==> src/rtl/step_ctrl_pkg.sv <==
// Shared types and constants for the single-step / auto-run clock controller.
package step_ctrl_pkg;

   typedef enum logic [1:0] {
      MANUAL = 2'd0,
      RUN    = 2'd1,
      HALT   = 2'd2
   } state_t;

   // Auto-run step rates in Hz, indexed by sw_rate.
   localparam int unsigned RATE_HZ [4] = '{1, 10, 100, 1000};

   // Terminal prescaler count for a given rate: CLK_HZ/RATE cycles per step.
   function automatic int unsigned rate_term(input int unsigned clk_hz, input int unsigned idx);
      return (clk_hz / RATE_HZ[idx]) - 1;
   endfunction

endpackage

==> src/rtl/key_debouncer.sv <==
// Two-flop synchronizer plus counter debouncer for an active-low pushbutton.
// Emits a one-cycle press strobe on an accepted released->pressed change.
module key_debouncer
   import step_ctrl_pkg::*;
#(
   parameter int unsigned DEBOUNCE_CYCLES = 500_000
) (
   input  logic CLOCK_50,
   input  logic reset,
   input  logic key_n,
   output logic level,
   output logic press
);

   localparam int unsigned CW = (DEBOUNCE_CYCLES > 1) ? $clog2(DEBOUNCE_CYCLES) : 1;
   localparam logic [CW-1:0] CNT_LAST = CW'(DEBOUNCE_CYCLES - 1);

   logic [1:0]    sync_q, sync_d;
   logic [1:0]    fill_q, fill_d;
   logic          level_q, level_d;
   logic          armed_q, armed_d;
   logic          press_q, press_d;
   logic [CW-1:0] cnt_q, cnt_d;

   always_comb begin
      sync_d  = {sync_q[0], key_n};
      fill_d  = {fill_q[0], 1'b1};
      level_d = level_q;
      cnt_d   = cnt_q;
      press_d = 1'b0;
      // A key held through reset must be seen released before a press can count.
      armed_d = armed_q | (fill_q[1] & sync_q[1] & level_q);
      if (sync_q[1] == level_q) begin
         cnt_d = '0;
      end else if (cnt_q == CNT_LAST) begin
         level_d = sync_q[1];
         cnt_d   = '0;
         press_d = level_q & armed_q;
      end else begin
         cnt_d = cnt_q + CW'(1);
      end
   end

   // NOTE: state flops use non-blocking assignments and reset asynchronously to the released/zero values.
   always_ff @(posedge CLOCK_50 or posedge reset) begin
      if (reset) begin
         sync_q  <= 2'b11;
         fill_q  <= 2'b00;
         level_q <= 1'b1;
         armed_q <= 1'b0;
         press_q <= 1'b0;
         cnt_q   <= '0;
      end else begin
         sync_q  <= sync_d;
         fill_q  <= fill_d;
         level_q <= level_d;
         armed_q <= armed_d;
         press_q <= press_d;
         cnt_q   <= cnt_d;
      end
   end

   assign level = level_q;
   assign press = press_q;

endmodule

==> src/rtl/step_clock_controller.sv <==
// Step-clock controller: manual single-step, prescaled auto-run and halt,
// producing one-cycle step_en pulses and a wrapping step counter.
module step_clock_controller
   import step_ctrl_pkg::*;
#(
   parameter int unsigned CLK_HZ          = 50_000_000,
   parameter int unsigned DEBOUNCE_CYCLES = 500_000
) (
   input  logic        CLOCK_50,
   input  logic        reset,
   input  logic        key_step_n,
   input  logic        sw_run,
   input  logic [1:0]  sw_rate,
   input  logic        halt_req,
   input  logic        halt_clr,
   output logic        step_en,
   output logic [15:0] step_count,
   output logic        running,
   output logic        halted
);

   localparam logic [31:0] TERM_0 = rate_term(CLK_HZ, 0);
   localparam logic [31:0] TERM_1 = rate_term(CLK_HZ, 1);
   localparam logic [31:0] TERM_2 = rate_term(CLK_HZ, 2);
   localparam logic [31:0] TERM_3 = rate_term(CLK_HZ, 3);

   logic        key_level;
   logic        key_press;
   logic [31:0] term;

   state_t      state_q, state_d;
   logic        step_en_q, step_en_d;
   logic [15:0] count_q, count_d;
   logic [31:0] presc_q, presc_d;
   logic [1:0]  rate_q;
   logic        running_q, running_d;
   logic        halted_q, halted_d;

   key_debouncer #(.DEBOUNCE_CYCLES(DEBOUNCE_CYCLES)) u_key (
      .CLOCK_50 (CLOCK_50),
      .reset    (reset),
      .key_n    (key_step_n),
      .level    (key_level),
      .press    (key_press)
   );

   always_comb begin
      case (sw_rate)
         2'd0:    term = TERM_0;
         2'd1:    term = TERM_1;
         2'd2:    term = TERM_2;
         default: term = TERM_3;
      endcase
   end

   always_comb begin
      state_d   = state_q;
      step_en_d = 1'b0;
      presc_d   = presc_q;
      case (state_q)
         MANUAL: begin
            if (halt_req) begin
               state_d = HALT;
            end else if (sw_run) begin
               state_d = RUN;
               presc_d = '0;
            end else begin
               step_en_d = key_press;
            end
         end
         RUN: begin
            // Halt and mode changes take priority over a prescaler tick.
            if (halt_req) begin
               state_d = HALT;
               presc_d = '0;
            end else if (!sw_run) begin
               state_d = MANUAL;
               presc_d = '0;
            end else if (sw_rate != rate_q) begin
               presc_d = '0;
            end else if (presc_q >= term) begin
               presc_d   = '0;
               step_en_d = 1'b1;
            end else begin
               presc_d = presc_q + 32'd1;
            end
         end
         HALT: begin
            if (halt_clr && !halt_req) begin
               state_d = sw_run ? RUN : MANUAL;
               presc_d = '0;
            end
         end
         default: state_d = MANUAL;
      endcase
      // At the fastest rate this spaces pulses at least one idle cycle apart.
      step_en_d = step_en_d & ~step_en_q;
      count_d   = count_q + {15'd0, step_en_d};
      running_d = (state_d == RUN);
      halted_d  = (state_d == HALT);
   end

   always_ff @(posedge CLOCK_50 or posedge reset) begin
      if (reset) begin
         state_q   <= MANUAL;
         step_en_q <= 1'b0;
         count_q   <= '0;
         presc_q   <= '0;
         rate_q    <= '0;
         running_q <= 1'b0;
         halted_q  <= 1'b0;
      end else begin
         state_q   <= state_d;
         step_en_q <= step_en_d;
         count_q   <= count_d;
         presc_q   <= presc_d;
         rate_q    <= sw_rate;
         running_q <= running_d;
         halted_q  <= halted_d;
      end
   end

   assign step_en    = step_en_q;
   assign step_count = count_q;
   assign running    = running_q;
   assign halted     = halted_q;

endmodule

==> config.mk <==
export PLATFORM = sky130hd
export DESIGN_NAME = step_clock_controller
export DESIGN_NICKNAME = d
export VERILOG_FILES = /design/src/rtl/step_ctrl_pkg.sv /design/src/rtl/key_debouncer.sv /design/src/rtl/step_clock_controller.sv
export SDC_FILE = /design/constraint.sdc
export NUM_CORES = 1
export LEC_CHECK = 0
export ABC_AREA = 1
export ABC_CLOCK_PERIOD_IN_PS = 6200
export CAP_MARGIN = 20
export CELL_PAD_IN_SITES_DETAIL_PLACEMENT = 0
export CELL_PAD_IN_SITES_GLOBAL_PLACEMENT = 1
export CORE_ASPECT_RATIO = 0.5
export CORE_MARGIN = 5
export CORE_UTILIZATION = 49
export CTS_CLUSTER_SIZE = 30
export DETAILED_ROUTE_END_ITERATION = 8
export PLACE_DENSITY = 0.94
export SYNTH_ARGS = -nofsm -noshare
export SYNTH_HDL_FRONTEND = slang
export SYNTH_SLANG_ARGS = --single-unit
==> constraint.sdc <==
create_clock -name CLOCK_50 -period 6.2 [get_ports CLOCK_50]
set_input_delay 0.93 -clock CLOCK_50 [delete_from_list [all_inputs] [get_ports CLOCK_50]]
set_output_delay 0.93 -clock CLOCK_50 [all_outputs]
set_load 0.01 [all_outputs]
# After elaboration in Yosys (flattened, before gate mapping)
# Index checks and enable logic that the tools add are counted.
# op_classes
addsub	3
n_lt_le_gt_ge	1
n_eq_ne	12
muxes	27
bitwise	7
reduce_logical	7
# ops
cell	count
$mux 32	7
$pmux 32 s3	1
$pmux 26 s3	1
$mux 19	2
$add 32x1->32 const B	1
$ge 32x32->1	1
$add 19x1->19 const B	1
$eq 19x19->1 const B	1
$add 16x1->16	1
$mux 2	5
$mux 1	9
$eq 2x1->1 const B	3
$eq 2x2->1 const B	3
$ne 2x2->1 const B	3
$pmux 2 s3	1
$and 1x1->1	4
$logic_not 2->1	2
$reduce_and 4->1	1
$reduce_bool 3->1	1
$ne 2x2->1	1
$not 1->1	2
$pmux 1 s2	1
$reduce_and 2->1	1
$eq 1x1->1	1
other kinds (3)	3
# totals
register_bits	81
in_bits	8
output_inout_bits	19
elab_cells	70

# Logic depth before layout (Yosys ltp)
# depth
ltp_word	10
mapped_depth	24
mapped_depth_nobuf	24

# Hierarchy
# From an unflattened synthesis, not the netlist that was laid out.
# hier_totals
cells_unflattened	602
area_unflattened_um2	4912.2
# by_module_without_submodules
mod	instances	cells_each	area_per_inst_um2	seq_area_each_um2
step_clock_controller	1	436	3549.7	1376.3
key_debouncer	1	166	1362.6	654.4

# Worst setup path before layout
# OpenSTA, ideal clock, no wires.
# synth_path
kind	in2reg
from	input sw_rate[0]
to	register count_q[14] (netlist: step_count[14])
setup_ps	122
arrival_time_ps	3507
required_ps	6078
slack_ps	2572
stages	24
path_buffers	0
cell_sequence	inv_1 > ha_1 > o21bai_1 > ha_1 > nand2_1 > nor2_1 > nand2_1 > nand2_1 > nand2_1 > nand2_1 > nand2_1 > nand2_2 > nand2_1 > a21oi_1 > ha_1 > ha_1 > inv_1 > nor2_1 > nand3_1 > nor2_1 > nand2_1 > nor3_2 > nand2_1 > xor2_1
# synth_via
elab_chain_cells	10
# synth_rtl
item	line_no	rtl
from (decl)	step_clock_controller.sv:13	input logic [1:0] sw_rate,
$eq 2x2->1, or another cell as far along	step_clock_controller.sv:48	case (sw_rate)
$pmux 26 s3	step_clock_controller.sv:48	
$ge 32x32->1	step_clock_controller.sv:81	end else if (presc_q >= term) begin
$mux 1	step_clock_controller.sv:81	
$mux 1 (*)	step_clock_controller.sv:79	end else if (sw_rate != rate_q) begin
$mux 1 (*)	step_clock_controller.sv:76	end else if (!sw_run) begin
$mux 1 (*)	step_clock_controller.sv:73	if (halt_req) begin
$pmux 1 s2 (*)	step_clock_controller.sv:60	case (state_q)
$and 1x1->1 (*)	step_clock_controller.sv:97	step_en_d = step_en_d & ~step_en_q;
net step_en_d	step_clock_controller.sv:32	logic step_en_q, step_en_d;
$add 16x1->16 (*)	step_clock_controller.sv:98	count_d = count_q + {15'd0, step_en_d};
net count_d[14]	step_clock_controller.sv:33	logic [15:0] count_q, count_d;
to (signal assigned)	step_clock_controller.sv:115	count_q <= count_d;
to (decl)	step_clock_controller.sv:33	
# The timed path passes the listed nets; every way through them passes the cells marked *.
# A chain may end at the register's enable or synchronous reset.

# Worst setup path after layout
# Ends and elaborated chain as after synthesis.

==> impl_metrics.toml <==
[layout]
drive_above_1_share_pct = 9.84
nNetsFinal = 723
diodes = 0
final.fill_count = 945
area_delta_synth_final_pct = 14.0

[sta]
worst_pin_slew_ps = 896
hold_ws_ps = 356
finalSetupViolations = 0
fin_tns_setup_ps = 0
slew_headroom_pct = 39.8
fin_worst_skew_ps = 8.36
layout_worst_path_cycle_share_pct = 69.7
hold_viol = 0
min_period_ps = 4320
rsz0062_at_grt = "false"
slew_viol_final = 0
fin_ws_ps = 1880
fmax_mhz = 231

[logic_synthesis]
syn_area_mm2 = 0.00507
synth_cell_types = 40
yosys_register_bits = 81
synthTopCellsByArea = "dfrtp_1 38%, nand2_1 14%, ha_1 7.2%, nor2_1 6.4%, inv_1 6.3%"
netlist_instances = 653
syn-num-nets = 690
yosysWarnings = 0
synth_top_cell_by_area = "dfrtp_1"
syn_avg_cell_area_um2 = 7.77
synth_seq_area_share_pct = 40.0
synth_top_area_share_pct = 38.5

[clocking]
clk_pin_slew_ps = 70
cts_max_level = 3
cts_max_path_buffers = 2
tritoncts = "done"
cts_buffers = 9
insertion_delay_ps = 340
clockRootBuffer = "clkbuf_16"
cts_setup_buffers = 0
cts_hold_repair.buffers = 0
ctsResizeCount = 0
cts.sinks = 81

[floorplanning]
pin_count = 27
dieHeight_um = 81.9
die_area_mm2 = 0.0126
floorplan.rows = 26
start_util_pct = 50.0
die_x_um = 154
core_area_mm2 = 0.0101

[critical_path]
end_kind = "flop"
crit_buf_inv = 3
reg2reg_depth = 20
slowest_stage = "clkdlybuf4s50_1"
cp_data_arrival_time_ps = 4560
crit_family = "simple AND/OR/NAND/NOR gates"
worst-path-stages = 25
rrSetupSlack_ps = 2980
critPathKind = "in2reg"
cpMostUsedCell = "nand2_1"
cp_max_fo = 7
crit_path_start_kind = "primary input"
critPathMaxStageDelay_ps = 600
crit_required_ps = 6430

[power]
p_seq_share_pct = 44.8
peakVddDrop_uv = 136
p_per_area_mw_per_mm2 = 214
internal_power_w = 0.000872
swShare_pct = 29.4
clock_power_share_pct = 43.8
p_leak_nw = 2.83
total_power_w = 0.00124
p_comb_share_pct = 11.3
switching_power_w = 0.000363

[min_path]
hold_class = "reg2reg"
hold_depth = 0

[detailed_routing]
vias_per_cell = 4.96
drc_errors = 0
vias = 4125
routedWlPerCell_um = 12.9
firstDrtPassIters = 4
routed_wl_um = 10800
drt_iter0_drc = 214
ant_nets = 0

[global_route]
grt_pass1_wl_um = 18600
track_usage_pct = 18.5
grt_util_met2_pct = 30.3
grtUsageMet1_pct = 24.9
grt_pass1_vias = 3855
antenna_found_initial = 0
grt_max_degree = 82
gr-total-overflow = 0
met3_usage_pct = 3.89
busiest_layer = "met2"

[place]
io_buffer_count = 26
gp_congestion = 0.906
hpwl_um = 7810
pre_cts_ws_ps = 1520

[flow_run]
max_cap_viol_count = 0

[status]
run_status = "finished clean"
cell usage in the layout (no fill, tap or decap), drive strengths merged, types with 4 or more instances in the layout:
| cell type | Yosys | layout |
|---|---|---|
| nand3 | 60 | 60 |
| xor2 | 24 | 24 |
| a211oi | 6 | 6 |
| a21oi | 10 | 10 |
| nor2 | 93 | 93 |
| nand4 | 17 | 17 |
| clkdlybuf4s50 | 0 | 26 |
| clkbuf | 0 | 9 |
| inv | 89 | 93 |
| dfrtp | 78 | 78 |
| o21ai | 8 | 8 |
| or2 | 4 | 4 |
| nor3 | 17 | 17 |
| nand2 | 189 | 189 |
| ha | 29 | 29 |
| xnor2 | 8 | 8 |
power groups by stage:
stage | Clock [W] | Sequential [W] | Combinational, W
6_report | 0.000541 | 0.000554 | 0.000140
5_1_grt | 0.000578 | 0.000556 | 0.000159
4_1_cts | 0.000557 | 0.000554 | 0.000141
3_5_place_dp | 0 | 0.000564 | 0.000141
3_3_place_gp | 0 | 0.000564 | 0.000142
2_1_floorplan | 0 | 0.000566 | 0.0000935
cell families (layout without fill, tap and decap cells):
family,after synthesis,count (layout),share of synthesized area (%)
and+or+nand+nor,384,384,35.4
buffers and inverters,96,134,8.17
DFF,81,81,40.0
xor gates and xnor gates,32,32,5.53
AOI/OAI and AO/OA,30,30,3.60
adders and majority gates,29,29,7.16
other,1,1,0.0739
cell usage after synthesis (all sizes together):
library cell and count:
ha 29, nor3 17, dfrtp 78, buf 7, nand2 189, a31o 1, dfstp 3, conb 1
o21a 1, nor2 93, o22ai 1, or2 4, nand3 60, xnor2 8, inv 89, nand4 17
o21bai 1, a31oi 1, nor2b 1, nand3b 2, nor3b 1, a21o 1, a21oi 10, o21ai 8
xor2 24, a211oi 6
routing by layer:
| metal | wire length, um | share of wire, % | vias up |
|---|---|---|---|
| met5 | 0 | 0 | - |
| met4 | 160 | 1.5 | 0 |
| met3 | 489 | 4.5 | 14 |
| met2 | 4980 | 46 | 79 |
| met1 | 5120 | 48 | 1883 |
| li1 | - | - | 2149 |
sequential cells by signal (all words and copies together) (netlist names), 2 cells and up:
signal,count
presc_q,32
rate_q,2
state_q,2
step_count,16
u_key.cnt_q,19
u_key.fill_q,2
u_key.sync_q,2
layout make-up:
class | count | area [um2] | area share [%]
sequential | 81 | 2030 | 35.1
inverter | 89 | 338 | 5.85
tap | 140 | 175 | 3.03
timing repair buffer | 29 | 303 | 5.24
clock inverter | 7 | 81.3 | 1.41
multi-input combinational | 476 | 2630 | 45.4
clock buffer | 9 | 225 | 3.90
worst reg2reg max path: stages (launching register included):
cell and delay [ps]:
dfrtp_1 450, ha_1 350, nand2_1 60, nor2_1 140, nor2b_1 180, nand2_1 70
nand2_1 60, nand2_1 60, nand2_2 90, nand2_1 50, a21oi_1 200, ha_1 240
ha_1 200, inv_1 50, nor2_1 150, nand3_1 120, nor2_1 120, nand2_1 120
nor3_2 190, nand2_1 90, xor2_1 140
worst paths after layout:
path	startpoint	endpoint
setup / recovery	sw_rate[0]	step_count[14]
hold / removal	u_key.sync_q[0]	u_key.sync_q[1]
setup reg to reg	presc_q[15]	step_count[14]
hold reg to reg	u_key.sync_q[0]	u_key.sync_q[1]
max in group asynchronous	reset	u_key.level
min in group asynchronous	reset	step_count[3]
stage by stage:
step                      util [%]  area [um2]  cells
final                         56.9        5780    831
after global routing          56.9        5780    831
after CTS                     56.7        5750    830
after detailed placement      53.6        5450    814
after global placement        53.6        5450    814
after floorplan                  -        5070    653
No activity file was read; power rests on OpenSTA's default activity.
